$ cat src/rtl/rgb_hue_sequencer_if.sv
// Control and LED-drive bundle of the RGB hue sequencer: the controller drives mode,
// brightness and pause; the sequencer returns the LED drives, current hue and step strobe.
interface rgb_hue_sequencer_if #(
  parameter int unsigned PWM_BITS = 8
);
  logic [1:0]          mode;
  logic [PWM_BITS-1:0] brightness;
  logic                pause;
  logic                red;
  logic                green;
  logic                blue;
  logic [2:0]          hue_idx;
  logic                step_pulse;

  modport master (
    output mode, brightness, pause,
    input  red, green, blue, hue_idx, step_pulse
  );

  modport slave (
    input  mode, brightness, pause,
    output red, green, blue, hue_idx, step_pulse
  );
endinterface

$ cat src/rtl/rgb_hue_sequencer.sv
// Tri-colour LED sequencer: walks a 6-hue wheel in step/fade/blink/hold modes and drives
// each channel with a brightness-scaled PWM.
module rgb_hue_sequencer #(
  parameter int unsigned STEP_INTERVAL = 2000000,
  parameter int unsigned PWM_BITS      = 8
) (
  input logic               clk,
  input logic               rst_n,
  rgb_hue_sequencer_if.slave bus
);

  typedef enum logic [1:0] {
    MODE_STEP  = 2'd0,
    MODE_FADE  = 2'd1,
    MODE_BLINK = 2'd2,
    MODE_HOLD  = 2'd3
  } mode_e;

  localparam int unsigned CNT_W = (STEP_INTERVAL > 2) ? $clog2(STEP_INTERVAL) : 1;
  localparam logic [CNT_W-1:0]    TICK_LAST = CNT_W'(STEP_INTERVAL - 1);
  localparam logic [PWM_BITS-1:0] FULL      = {PWM_BITS{1'b1}};

  // Colour mask as {R,G,B}
  function automatic logic [2:0] hue_mask(input logic [2:0] hue);
    logic [2:0] m;
    case (hue)
      3'd0:    m = 3'b100;
      3'd1:    m = 3'b110;
      3'd2:    m = 3'b010;
      3'd3:    m = 3'b011;
      3'd4:    m = 3'b001;
      3'd5:    m = 3'b101;
      default: m = 3'b000;
    endcase
    return m;
  endfunction

  function automatic logic [2:0] hue_next(input logic [2:0] hue);
    return (hue == 3'd5) ? 3'd0 : hue + 3'd1;
  endfunction

  logic [CNT_W-1:0]    tick_cnt_q, tick_cnt_d;
  logic [2:0]          hue_q, hue_d;
  logic [PWM_BITS-1:0] fade_q, fade_d;
  logic                blink_q, blink_d;
  logic                pulse_q, pulse_d;
  mode_e               mode_q;
  logic                mode_vld_q;
  logic [PWM_BITS-1:0] pwm_cnt_q;
  logic [2:0]          rgb_q, rgb_d;

  mode_e               mode_s;
  logic                mode_chg_s;
  logic                tick_last_s;
  logic                tick_s;
  logic [2:0]          cur_mask_s;
  logic [2:0]          nxt_mask_s;
  logic [PWM_BITS-1:0] inten_s [3];
  logic [2*PWM_BITS-1:0] prod_s [3];

  assign mode_s      = mode_e'(bus.mode);
  // The first edge after reset only captures the mode, so entering any mode from reset
  // does not cost an extra cycle of counter clearing.
  assign mode_chg_s  = mode_vld_q && (mode_s != mode_q);
  assign tick_last_s = (tick_cnt_q == TICK_LAST);
  assign tick_s      = tick_last_s && !bus.pause && !mode_chg_s;

  // Next-state for tick counter, hue wheel, fade level, blink phase and step strobe
  always_comb begin
    tick_cnt_d = tick_cnt_q;
    hue_d      = hue_q;
    fade_d     = fade_q;
    blink_d    = blink_q;
    pulse_d    = 1'b0;
    if (mode_chg_s) begin
      tick_cnt_d = {CNT_W{1'b0}};
      fade_d     = {PWM_BITS{1'b0}};
      blink_d    = 1'b1;
    end else if (!bus.pause) begin
      tick_cnt_d = tick_last_s ? {CNT_W{1'b0}} : tick_cnt_q + CNT_W'(1'b1);
      if (tick_s) begin
        case (mode_s)
          MODE_STEP: begin
            hue_d   = hue_next(hue_q);
            pulse_d = 1'b1;
          end
          MODE_FADE: begin
            if (fade_q == FULL) begin
              fade_d  = {PWM_BITS{1'b0}};
              hue_d   = hue_next(hue_q);
              pulse_d = 1'b1;
            end else begin
              fade_d  = fade_q + PWM_BITS'(1'b1);
            end
          end
          MODE_BLINK: blink_d = !blink_q;
          MODE_HOLD:  blink_d = blink_q;
          default:    blink_d = blink_q;
        endcase
      end else begin
        hue_d = hue_q;
      end
    end else begin
      tick_cnt_d = tick_cnt_q;
    end
  end

  // Per-channel intensity, brightness scaling and PWM compare
  always_comb begin
    cur_mask_s = hue_mask(hue_q);
    nxt_mask_s = hue_mask(hue_next(hue_q));
    rgb_d      = 3'b000;
    for (int c = 0; c < 3; c++) begin
      inten_s[c] = {PWM_BITS{1'b0}};
      case (mode_s)
        MODE_STEP, MODE_HOLD: inten_s[c] = cur_mask_s[c] ? FULL : {PWM_BITS{1'b0}};
        MODE_FADE: begin
          case ({cur_mask_s[c], nxt_mask_s[c]})
            2'b11:   inten_s[c] = FULL;
            2'b10:   inten_s[c] = FULL - fade_q;
            2'b01:   inten_s[c] = fade_q;
            default: inten_s[c] = {PWM_BITS{1'b0}};
          endcase
        end
        MODE_BLINK: inten_s[c] = (cur_mask_s[c] && blink_q) ? FULL : {PWM_BITS{1'b0}};
        default:    inten_s[c] = {PWM_BITS{1'b0}};
      endcase
      prod_s[c] = {{PWM_BITS{1'b0}}, inten_s[c]} * {{PWM_BITS{1'b0}}, bus.brightness};
      rgb_d[c]  = (prod_s[c][2*PWM_BITS-1:PWM_BITS] > pwm_cnt_q);
    end
  end

  // Sequencer state registers
  always_ff @(posedge clk or negedge rst_n) begin
    if (!rst_n) begin
      tick_cnt_q <= {CNT_W{1'b0}};
      hue_q      <= 3'd0;
      fade_q     <= {PWM_BITS{1'b0}};
      blink_q    <= 1'b1;
      pulse_q    <= 1'b0;
      mode_q     <= MODE_STEP;
      mode_vld_q <= 1'b0;
    end else begin
      tick_cnt_q <= tick_cnt_d;
      hue_q      <= hue_d;
      fade_q     <= fade_d;
      blink_q    <= blink_d;
      pulse_q    <= pulse_d;
      mode_q     <= mode_s;
      mode_vld_q <= 1'b1;
    end
  end

  // Free-running PWM counter and registered LED drives
  always_ff @(posedge clk or negedge rst_n) begin
    if (!rst_n) begin
      pwm_cnt_q <= {PWM_BITS{1'b0}};
      rgb_q     <= 3'b000;
    end else begin
      pwm_cnt_q <= pwm_cnt_q + PWM_BITS'(1'b1);
      rgb_q     <= rgb_d;
    end
  end

  assign bus.red        = rgb_q[2];
  assign bus.green      = rgb_q[1];
  assign bus.blue       = rgb_q[0];
  assign bus.hue_idx    = hue_q;
  assign bus.step_pulse = pulse_q;

endmodule

$ cat src/flat_wrapper.sv
// flat-port wrapper written by rule: the top's interface ports become plain ports
module rgb_hue_sequencer_flat 
#(
  parameter int unsigned STEP_INTERVAL = 2000000,
  parameter int unsigned PWM_BITS      = 8
)
  (clk, rst_n, bus_mode, bus_brightness, bus_pause, bus_red, bus_green, bus_blue, bus_hue_idx, bus_step_pulse);
  rgb_hue_sequencer_if #(.PWM_BITS(PWM_BITS)) bus_i ();
  input logic clk;
  input logic rst_n;
  input wire logic [$bits(bus_i.mode)-1:0] bus_mode;
  input wire logic [$bits(bus_i.brightness)-1:0] bus_brightness;
  input wire logic [$bits(bus_i.pause)-1:0] bus_pause;
  output wire logic [$bits(bus_i.red)-1:0] bus_red;
  output wire logic [$bits(bus_i.green)-1:0] bus_green;
  output wire logic [$bits(bus_i.blue)-1:0] bus_blue;
  output wire logic [$bits(bus_i.hue_idx)-1:0] bus_hue_idx;
  output wire logic [$bits(bus_i.step_pulse)-1:0] bus_step_pulse;
  assign bus_i.mode = bus_mode;
  assign bus_i.brightness = bus_brightness;
  assign bus_i.pause = bus_pause;
  assign bus_red = bus_i.red;
  assign bus_green = bus_i.green;
  assign bus_blue = bus_i.blue;
  assign bus_hue_idx = bus_i.hue_idx;
  assign bus_step_pulse = bus_i.step_pulse;
  rgb_hue_sequencer #(.STEP_INTERVAL(STEP_INTERVAL), .PWM_BITS(PWM_BITS)) u_core (.clk(clk), .rst_n(rst_n), .bus(bus_i));
endmodule
$ cat config.mk
export PLATFORM = sky130hd
export DESIGN_NAME = rgb_hue_sequencer_flat
export DESIGN_NICKNAME = d
export VERILOG_FILES = /design/src/rtl/rgb_hue_sequencer_if.sv /design/src/rtl/rgb_hue_sequencer.sv /design/src/flat_wrapper.sv
export SDC_FILE = /design/constraint.sdc
export NUM_CORES = 1
export LEC_CHECK = 0
export CORE_UTILIZATION = 25
export CTS_CLUSTER_DIAMETER = 50
export CTS_CLUSTER_SIZE = 30
export DETAILED_ROUTE_END_ITERATION = 7
export PLACE_DENSITY = 0.44
export SYNTH_ARGS = -nofsm -noshare
export SYNTH_HDL_FRONTEND = slang
export SYNTH_SLANG_ARGS = --single-unit
$ cat constraint.sdc
create_clock -name clk -period 12.75 [get_ports clk]
set_clock_uncertainty 0.05 [all_clocks]
set_input_delay 3.825 -clock clk [delete_from_list [all_inputs] [get_ports clk]]
set_output_delay 3.825 -clock clk [all_outputs]
set_load 0.01 [all_outputs]
==> results of run 1 <==
-- layer usage --
| layer | part of all wire | vias to the layer above |
|---|---|---|
| met4 | 0.0091 | 0 |
| met1 | 0.52 | 3417 |
| met2 | 0.45 | 73 |
| met3 | 0.023 | 18 |
| li1 | - | 3494 |
| met5 | 0 | - |
-- sequential cells by signal, summed over array words and instances, names as in the netlist --
signal	count
u_core.mode_q	2
u_core.mode_vld_q	1
u_core.fade_q	8
u_core.pwm_cnt_q	8
u_core.bus.step_pulse	1
u_core.bus.hue_idx	3
u_core.tick_cnt_q	21
u_core.blink_q	1
u_core.rgb_q	3
-- final timing paths --
check | depth (start not counted) | to
setup / recovery | 27 | u_core.rgb_q[1]$_DFF_PN0_
hold / removal | 1 | u_core.pwm_cnt_q[5]$_DFF_PN0_
setup reg to reg | 29 | u_core.rgb_q[0]$_DFF_PN0_
hold reg to reg | 1 | u_core.pwm_cnt_q[5]$_DFF_PN0_
max in group asynchronous | 2 | u_core.tick_cnt_q[18]$_DFFE_PN0P_
min in group asynchronous | 2 | u_core.rgb_q[0]$_DFF_PN0_
-- logic make-up (layout without fill, tap and decap cells) --
group,Yosys count,after routing,share of synthesized area
AOI/OAI and AO/OA,173,173,0.125
xor gates and xnor gates,39,39,0.0367
adders and majority gates,235,235,0.401
buffers and inverters,190,189,0.0789
DFF,48,48,0.129
muxes,14,14,0.0152
other,1,1,0.000403
and+or+nand+nor,370,370,0.213
-- where the power goes --
group	switching [mW]	internal, mW	leakage [nW]
clock	0.0656	0.0934	0.0804
combinational	0.718	0.579	4.26
sequential	0.00438	0.159	0.631
-- cell usage in the layout, fill, tap and decap left out, drive strengths merged, types with 5 or more instances in the layout --
master	netlist	routed
xor2	15	15
nor2b	31	31
and2	116	116
nor2	45	45
nor3	12	12
fa	105	105
dfrtp	47	47
nand2b	20	20
ha	130	130
nand2	76	76
a211oi	5	5
a21o	21	21
or2	5	5
clkdlybuf4s50	0	18
and3	13	13
clkbuf	34	5
buf	6	13
a21oi	37	37
o21ai	53	53
or3	6	6
o31ai	13	13
o21bai	5	5
mux2i	13	13
nand3	30	30
xnor2	24	24
inv	149	150
o21a	6	6
-- layout make-up --
type / instances / area share
Timing Repair Buffer: 31 / 0.0271
Tap cell: 468 / 0.0576
Clock inverter: 3 / 0.00456
Multi-Input combinational cell: 832 / 0.725
Inverter: 150 / 0.0554
Sequential cell: 48 / 0.118
Clock buffer: 5 / 0.0123
-- per-stage QoR --
stage	std cells	util	area, um2	hold WS, ps	power [mW]
detailed placement	1529	0.273	9990	414	1.48
floorplan	1070	-	9300	388	1.17
finish	1537	0.277	10200	422	1.62
CTS	1537	0.277	10200	427	1.66
global placement	1529	0.273	9990	410	1.49
global route	1537	0.277	10200	438	1.87
==> summary.txt, run 1 <==
Run status
  – Status: finished clean

Synthesis
  – Top cells by count, synth: inv_1 (149), ha_1 (130), and2_1 (116)
  – Top FF cell, synth: dfrtp_1
  – Seq/Total Area, Yosys: 0.129
  – Largest area contributor in the synthesized netlist: fa_1
  – Most frequent cell after synthesis: inv_1
  – Fraction of registers with async set/reset: 1.00
  – Post-Synthesis Cells: 1,070
  – Synthesized cell area: 9300 um2
  – Avg Synthesized Cell Area: 8.69 um2
  – Yosys top cell area share: 0.226
  – Number of synthesized flops with an enable pin: 0
  – Yosys cell types: 69
  – Mapped Nets: 1,318
  – Top cells by area, synth: fa_1 (23%), ha_1 (17%), dfrtp_1 (13%)
  – Synthesized flop and latch total: 48
  – Total number of yosys warnings: 0

Worst setup path
  – Reg2reg start: u_core.bus.hue_idx[1]$_DFFE_PN0P_
  – Nature of the critical path startpoint: input pin
  – Slowest-stage cell, CP: ha_1
  – Critical Path AT: 11,370 ps
  – Critical Path RT: 12,890 ps
  – Worst path buffer plus inverter count: 6
  – Worst setup startpoint: bus_mode[1]
  – CP Class: input pin to register
  – Crit path largest cell delay: 660 ps
  – Critical path fanouts, max: 23
  – Critical path capture point type: register
  – R2R setup slack: 5330 ps
  – Delay-heaviest family, CP: adder cells

Clock tree
  – CTS max path bufs: 2
  – Htree depth: 2
  – Setup bufs post-CTS: 0
  – CTS Root Buffer Type: clkbuf_16
  – Worst-path clk slew: 70 ps
  – CTS tree: done
  – Post-CTS sizing: 0
  – Clock sinks: 48
  – Cts hold-fix bufs: 0
  – Worst skew pair latency: 310 ps
  – Number of buffers created by CTS: 5

Floorplan
  – Site Rows: 70
  – Chip width: 195 um
  – Die Area: 38,000 um2
  – IO Count: 20
  – DIE HEIGHT: 195 um
  – Initial cell density of the core: 0.254
  – Core footprint: 36,600 um2

STA
  – Period minus WS final: 11,230 ps
  – Final hold viol count: 0
  – RSZ-0062 raised after global routing: false
  – Final Max Tran Viols: 0
  – Maximum clock frequency: 89.1 MHz
  – Worst slew margin: 0.343
  – Final Cycle Share: 0.880
  – Final WS setup: 1520 ps
  – Worst Max-Slew Pin Slew: 976 ps
  – Setup violations, final: 0
  – Setup TNS: 0 ps

Drt
  – Post-route ant nets: 0
  – Drt via density: 4.56
  – Residual DRC: 0
  – Drt total wl: 22.8 mm
  – Via count: 7,002
  – 1st-iter DRT viols: 366
  – WL per Instance: 14.8 um
  – DRT Pass-1 Iters: 5

Global route
  – Layer with the highest usage: met2
  – First-pass GRT wire length: 38.4 mm
  – Vias in the first global route: 7,093
  – Met2 usage: 0.202
  – Met1 Track Usage GR: 0.183
  – GR Layer Usage met3: 0.0160
  – Largest net degree at the start of global routing: 49
  – Grt total ovfl: 0
  – GRT Util Overall: 0.127
  – Number of antenna violations at the first check in global routing: 0

Power and ir drop
  – Pwr/cell area: 159 nW/um2
  – Cell leakage power: 4.97 nW
  – Peak VDD IR: 0.0981 mV

Finish
  – Nets@finish: 1,316
  – Syn-to-layout area delta: 9.27%
  – Area of the multi-input gates: 7360 um2
  – Filler cells: 3,952
  – Sequential cell area: 1200 um2
  – Share of cells above drive strength 1: 0.0346
  – Ant. Diodes: 0

Placement
  – DP Worst Slack: 1200 ps
  – Placer Congestion: 0.783
  – I/O Buffers: 19
  – Post-DP HPWL: 17.7 mm

Hold path
  – Worst hold-check path type: register to register
  – HP Start: u_core.pwm_cnt_q[5]$_DFF_PN0_

Run
  – Max-cap violations: 0
(Power assumes the default switching activity.)
==> inputs of run 2 (changes only) <==
- ABC_AREA: unset -> 1
==> summary.txt, run 2 <==
Synthesis
  – Yosys top cell area share: 0.219 (-0.00762)
  – XOR/XNOR Fraction of Synth Area: 0.0228 (-0.0140)
  – Post-Synthesis Cells: 1,340 (+25%)
  – Total number of yosys warnings: 0 (unchanged)
  – Number of synthesized flops with an enable pin: 0 (unchanged)
  – Synth Area in Compound Gates: 0.100 (-0.0248)
  – Top FF cell, synth: dfrtp_1
  – Most frequent cell after synthesis: nand2_1
  – Largest area contributor in the synthesized netlist: fa_1
  – Mux share of post-synthesis cell area: 0.00117 (-0.0140)
  – Fraction of registers with async set/reset: 1.00 (unchanged)
  – Synthesized cell area: 9620 um2 (+3.5%)
  – Avg Synthesized Cell Area: 7.18 um2 (-17%)
  – Seq/Total Area, Yosys: 0.125 (-0.00436)
  – Top cells by area, synth: fa_1 (22%), ha_1 (17%), dfrtp_1 (12%)
  – Post-synthesis adder-cell area fraction: 0.388 (-0.0135)
  – Largest family of logic cells by synthesized area: adder cells
  – Mapped Nets: 1,588 (+20%)
  – Synthesized flop and latch total: 48 (unchanged)
  – Yosys cell types: 48 (-30%)
  – Top cells by count, synth: nand2_1 (266), inv_1 (254), nor2_1 (183)
  – Post-synthesis simple-gate area fraction: 0.250 (+0.0372)

Finish
  – Nets@finish: 1,598 (+21%)
  – Biggest regs: u_core.tick_cnt_q x21, u_core.fade_q x8, u_core.pwm_cnt_q x8
  – Final core utilization: 0.280 (+0.00216)
  – Most common cell after layout, fill and taps aside: nand2_1
  – Most frequent cells in the layout: nand2_1 (266), inv_1 (254), nor2_1 (183)
  – Max reg flops: 21 (unchanged)
  – Ant. Diodes: 0 (unchanged)
  – Biggest register: u_core.tick_cnt_q
  – Syn-to-layout area delta: 9.74%
  – Share of cells above drive strength 1: 0.0318 (-0.00278)

Floorplan
  – Core footprint: 37,800 um2 (+3.1%)
  – Die Area: 39,300 um2 (+3.5%)
  – Site Rows: 71 (+1.4%)
  – IO Count: 20 (unchanged)
  – DIE HEIGHT: 198 um (+1.7%)
  – Initial cell density of the core: 0.255 (+0.000884)
  – Chip width: 198 um (+1.7%)

Clock tree
  – Number of buffers created by CTS: 5 (unchanged)
  – CTS Root Buffer Type: clkbuf_16
  – Worst-path clk slew: 80 ps (about the same)
  – Clock sinks: 48 (unchanged)
  – Worst skew pair latency: 320 ps (about the same)
  – Htree depth: 2 (unchanged)
  – Setup bufs post-CTS: 0 (unchanged)
  – Cts hold-fix bufs: 0 (unchanged)
  – Post-CTS sizing: 0 (unchanged)
  – CTS tree: done
  – CTS max path bufs: 2 (unchanged)

Drt
  – Via count: 8,404 (+20%)
  – Drt total wl: 27.2 mm (+19%)
  – Drt via density: 4.51 (-0.93%)
  – WL per Instance: 14.6 um (-1.4%)
  – Post-route ant nets: 0 (unchanged)
  – Residual DRC: 0 (unchanged)
  – DRT Pass-1 Iters: 8 (+3)
  – 1st-iter DRT viols: 483 (+32%)

Hold path
  – HP Start: u_core.pwm_cnt_q[6]$_DFF_PN0_
  – Worst hold-check path type: register to register
  – Hold EP: u_core.pwm_cnt_q[6]$_DFF_PN0_
  – Worst Hold Path Cells: 1 (unchanged)

Global route
  – Vias in the first global route: 8,957 (+26%)
  – GRT Util Overall: 0.150 (+0.0235)
  – Number of antenna violations at the first check in global routing: 0 (unchanged)
  – First-pass GRT wire length: 46.2 mm (+20%)
  – Largest net degree at the start of global routing: 49 (unchanged)
  – Grt total ovfl: 0 (unchanged)

STA
  – Final hold viol count: 0 (unchanged)
  – Worst Max-Slew Pin Slew: 968 ps (-7.48 ps)
  – Final Max Tran Viols: 0 (unchanged)
  – Maximum clock frequency: 98.1 MHz (+10%)
  – Setup TNS: 0 ps (unchanged)
  – Setup violations, final: 0 (unchanged)
  – Worst slew margin: 0.354 (+0.0111)
  – RSZ-0062 raised after global routing: false
  – Period minus WS final: 10,190 ps (-1030 ps)
  – Final Cycle Share: 0.799 (-0.0810)

Power and ir drop
  – Peak VDD IR: 0.116 mV (+18%)
  – Sequential share of power: 0.082 (-0.019)
  – PnR Total Power: 2.13 mW (+32%)
  – Cell leakage power: 5.43 nW (+9.3%)
  – P_int: 937 uW (+13%)
  – Sw Ratio: 0.560 (+0.0742)
  – Pwr/cell area: 202 nW/um2 (+27%)
  – Switching pwr: 1.19 mW (+52%)
  – Clock power share: 0.079 (-0.019)
  – Combinational Power Share: 0.838 (+0.037)

Worst setup path
  – R2R setup slack: 5980 ps (+650 ps)
  – CP Class: input pin to register
  – Critical path fanouts, max: 8 (-65%)
  – Reg2Reg Depth: 29 (unchanged)
  – R2R Path End: u_core.rgb_q[0]$_DFF_PN0_
  – Critical Path RT: 12,900 ps (about the same)
  – Reg2reg start: u_core.bus.hue_idx[2]$_DFFE_PN0P_
  – Critical Path AT: 10,340 ps (-1030 ps)
  – Nature of the critical path startpoint: input pin
  – Critical path capture point type: register

Placement
  – I/O Buffers: 19 (unchanged)
  – Placer Congestion: 0.857 (+9.5%)
  – Post-DP HPWL: 22.3 mm (+26%)

Run status
  – Status: finished clean

Run
  – Max-cap violations: 0 (unchanged)
run 2: cell types whose count changed after synthesis, sizes merged, moves of 17 or more:
cell	before	now
a21oi	37	66
o21ai	53	70
nand2b	20	0
nor2	45	188
clkbuf	34	16
a21o	21	3
nand2	76	279
nand3	30	59
xnor2	24	7
inv	149	259
nor2b	31	0
and2	116	3
run 2: cell families (layout without fill, tap and decap cells):
kind of cell    after synthesis  after routing
other cells                   1              1
fa+ha+maj                   235            235
buf+inv                     284            295
flops                        48             48
mux                           1              1
xor+xnor                     25             25
simple gates                575            575
compound gates              171            171
run 2: metal layers:
layer / vias up / GRT usage / share of wire
met3: 21 / 0.0107 / 0.022
met1: 4031 / 0.195 / 0.48
li1: 4238 / - / -
met5: - / 0 / 0
met4: 0 / 0.0370 / 0.015
met2: 114 / 0.267 / 0.49
run 2: how the worst max path moves through the flow:
stage                     cells past startpoint  slack, ps                   endpoint   startpoint
after floorplan                              23       3600  u_core.rgb_q[1]$_DFF_PN0_  bus_mode[0]
after global placement                       24       2180  u_core.rgb_q[1]$_DFF_PN0_  bus_mode[0]
after detailed placement                     24       2140  u_core.rgb_q[1]$_DFF_PN0_  bus_mode[0]
after CTS                                    24       2460  u_core.rgb_q[1]$_DFF_PN0_  bus_mode[0]
after global routing                         30       1910  u_core.rgb_q[0]$_DFF_PN0_  bus_mode[1]
final                                        24       2560  u_core.rgb_q[1]$_DFF_PN0_  bus_mode[1]
run 2: layout make-up:
class | count | area (um2)
Clock buffer | 5 | 125
Multi-Input combinational cell | 1008 | 7340
Tap cell | 511 | 639
Sequential cell | 48 | 1200
Timing Repair Buffer | 22 | 208
Inverter | 265 | 1000
Fill cell | 4121 | 27200
Clock inverter | 3 | 46.3
run 2: worst max-delay path, stage by stage:
cell and delay, ps:
clkdlybuf4s50_1 540, inv_1 80, ha_1 400, inv_1 150
nor2_4 180, inv_1 70, o21ai_1 560, nor2_1 140
fa_1 580, fa_1 440, fa_1 540, inv_1 50
fa_1 550, inv_1 50, ha_1 370, a21oi_1 300
o21ai_0 170, a221oi_1 330, nand2_1 90, nand2_1 60
nand2_1 50, ha_1 310, nand3_1 110, o32a_1 380
run 2: per-stage QoR:
step                hold slack [ps]  std cells  instance area [um2]  setup WS, ps
floorplan                       392       1340                 9620          3600
global route                    448       1862                10600          1910
CTS                             425       1862                10600          2460
finish                          418       1862                10600          2560
detailed placement              410       1854                10400          2140
global placement                406       1854                10400          2180
run 2: power by group through the flow:
stage | combinational [mW] | clock, mW | sequential, mW
after floorplan | 1.33 | 0 | 0.177
after global placement | 1.80 | 0 | 0.180
after detailed placement | 1.80 | 0 | 0.179
after CTS | 1.81 | 0.175 | 0.176
after global routing | 2.10 | 0.177 | 0.178
final | 1.79 | 0.169 | 0.176
==> inputs of run 3 (changes only) <==
- clock period: 12.75 -> 10.1 ns (I/O delays scaled with it)
==> summary.txt, run 3 (synthesized netlist as in run 2, its figures left out) <==
Run status
  – Status: finished clean

Finish
  – Biggest register: u_core.tick_cnt_q
  – Nets@finish: 1,613 (+0.94%)
  – Share of cells above drive strength 1: 0.0425 (+0.0106)
  – Sequential cell area: 1200 um2 (unchanged)
  – Biggest regs: u_core.tick_cnt_q x21, u_core.fade_q x8, u_core.pwm_cnt_q x8
  – Post-route insts no fill: 1,877 (+0.81%)
  – Syn-to-layout area delta: 10.7%
  – Most common cell after layout, fill and taps aside: nand2_1
  – Most frequent cells in the layout: nand2_1 (266), inv_1 (254), nor2_1 (183)
  – Max reg flops: 21 (unchanged)
  – Ant. Diodes: 0 (unchanged)
  – Filler cells: 4,148 (+0.66%)
  – Area of the multi-input gates: 7340 um2 (unchanged)
  – Final instance area: 10,700 um2 (+0.90%)

Placement
  – I/O Buffers: 19 (unchanged)
  – Post-DP HPWL: 22.6 mm (+1.4%)
  – Dpl cell area: 10,500 um2 (+1.1%)
  – Placer Congestion: 0.868 (+1.2%)
  – DP Worst Slack: 569 ps (-1570 ps)
  – Placed insts: 1,869 (+0.81%)

STA
  – Period minus WS final: 9160 ps
  – RSZ-0062 raised after global routing: false
  – Final Max Tran Viols: 0 (unchanged)
  – Final hold viol count: 0 (unchanged)
  – Setup TNS: 0 ps (unchanged)
  – Maximum clock frequency: 109 MHz
  – Final Cycle Share: 0.907
  – Worst slew margin: 0.333 (-0.0213)
  – Final WS setup: 936 ps (-1620 ps)
  – Setup violations, final: 0 (unchanged)
  – Worst Max-Slew Pin Slew: 1000 ps (+31.9 ps)

Worst setup path
  – Critical Path AT: 9330 ps (-1010 ps)
  – Cell with the most instances on the worst path: inv_1
  – CP Class: input pin to register
  – Critical path capture point type: register
  – Critical path fanouts, max: 8 (unchanged)
  – Slowest-stage cell, CP: fa_1
  – Crit path largest cell delay: 580 ps (about the same)
  – Nature of the critical path startpoint: input pin
  – Critical Path RT: 10,270 ps (-2630 ps)

Drt
  – Residual DRC: 0 (unchanged)
  – WL per Instance: 14.6 um (about the same)
  – Via count: 8,512 (+1.3%)
  – 1st-iter DRT viols: 455 (-5.8%)
  – DRT Pass-1 Iters: 6 (-2)
  – Drt total wl: 27.5 mm (+0.86%)
  – Drt via density: 4.53 (+0.48%)
  – Post-route ant nets: 0 (unchanged)

Power and ir drop
  – Peak VDD IR: 0.103 mV (-11%)
  – P_int: 1.16 mW (+24%)
  – Switching pwr: 1.50 mW (+25%)
  – Sequential share of power: 0.084 (+0.002)
  – Sw Ratio: 0.563 (+0.00288)
  – Clock power share: 0.074 (-0.005)
  – Pwr/cell area: 250 nW/um2 (+24%)
  – Cell leakage power: 5.50 nW (+1.1%)
  – Combinational Power Share: 0.842 (+0.004)

Clock tree
  – CTS max path bufs: 2 (unchanged)
  – Clock sinks: 48 (unchanged)
  – Worst-path clk slew: 90 ps (about the same)
  – Worst skew pair latency: 330 ps (about the same)
  – Cts hold-fix bufs: 0 (unchanged)
  – Post-CTS sizing: 0 (unchanged)
  – Setup bufs post-CTS: 0 (unchanged)
  – Htree depth: 2 (unchanged)
  – CTS Root Buffer Type: clkbuf_16
  – CTS tree: done
  – Number of buffers created by CTS: 5 (unchanged)

Floorplan
  – Chip width: 198 um (unchanged)
  – Initial cell density of the core: 0.255 (unchanged)
  – DIE HEIGHT: 198 um (unchanged)
  – IO Count: 20 (unchanged)
  – Core footprint: 37,800 um2 (unchanged)
  – Die Area: 39,300 um2 (unchanged)
  – Site Rows: 71 (unchanged)

Run
  – Max-cap violations: 0 (unchanged)

Global route
  – Largest net degree at the start of global routing: 49 (unchanged)
  – GR Layer Usage met3: 0.0135 (+0.00273)
  – GRT Util Overall: 0.151 (+0.000677)
  – Layer with the highest usage: met2
  – Met1 Track Usage GR: 0.195 (about the same)
  – Met2 usage: 0.268 (+0.00104)
  – Grt total ovfl: 0 (unchanged)
  – Vias in the first global route: 8,973 (+0.18%)
  – First-pass GRT wire length: 46.5 mm (+0.64%)
  – Number of antenna violations at the first check in global routing: 0 (unchanged)

Hold path
  – Worst hold-check path type: register to register
run 3: worst paths after layout:
| path | from | end | slack (ps) | cells past startpoint |
|---|---|---|---|---|
| min | u_core.pwm_cnt_q[6]$_DFF_PN0_ | u_core.pwm_cnt_q[6]$_DFF_PN0_ | 420 | 1 |
| max | bus_mode[0] | u_core.rgb_q[0]$_DFF_PN0_ | 940 | 29 |
| max reg2reg | u_core.bus.hue_idx[2]$_DFFE_PN0P_ | u_core.rgb_q[0]$_DFF_PN0_ | 3430 | 29 |
| min reg2reg | u_core.pwm_cnt_q[6]$_DFF_PN0_ | u_core.pwm_cnt_q[6]$_DFF_PN0_ | 420 | 1 |
| min in group asynchronous | rst_n | u_core.tick_cnt_q[14]$_DFFE_PN0P_ | 2790 | 2 |
| max in group asynchronous | rst_n | u_core.tick_cnt_q[20]$_DFFE_PN0P_ | 6730 | 2 |
run 3: worst max-delay path, delay by kind of cell:
kind                       cells  cell delay [ps]
adders and majority gates      7             3090
AOI/OAI and AO/OA              5             1180
and+or+nand+nor               10             1040
buffers and inverters          7             1000
run 3: per-layer routing:
layer | vias to the layer above | part of all wire
li1 | 4259 | -
met1 | 4101 | 0.47
met2 | 136 | 0.49
met3 | 16 | 0.029
met4 | 0 | 0.015
met5 | - | 0
run 3: final cells by class:
class,count,share of cell area
inverter,265,0.0939
timing repair buffer,37,0.0301
multi-input combinational,1008,0.689
clock buffer,6,0.0130
sequential,48,0.113
tap,511,0.0600
clock inverter,2,0.00141
run 3: stage by stage:
step                      hold WS [ps]  total power, mW  utilization
after detailed placement           409             2.49        0.278
after CTS                          421             2.71        0.282
after floorplan                    392             1.90            -
after global routing               427             3.07        0.282
final                              419             2.66        0.282
after global placement             405             2.49        0.278
run 3: power groups by stage:
stage / sequential [mW] / clock (mW) / combinational [mW]
detailed placement: 0.227 / 0 / 2.26
floorplan: 0.223 / 0 / 1.68
finish: 0.223 / 0.197 / 2.24
CTS: 0.224 / 0.206 / 2.28
global placement: 0.228 / 0 / 2.26
global route: 0.226 / 0.209 / 2.63
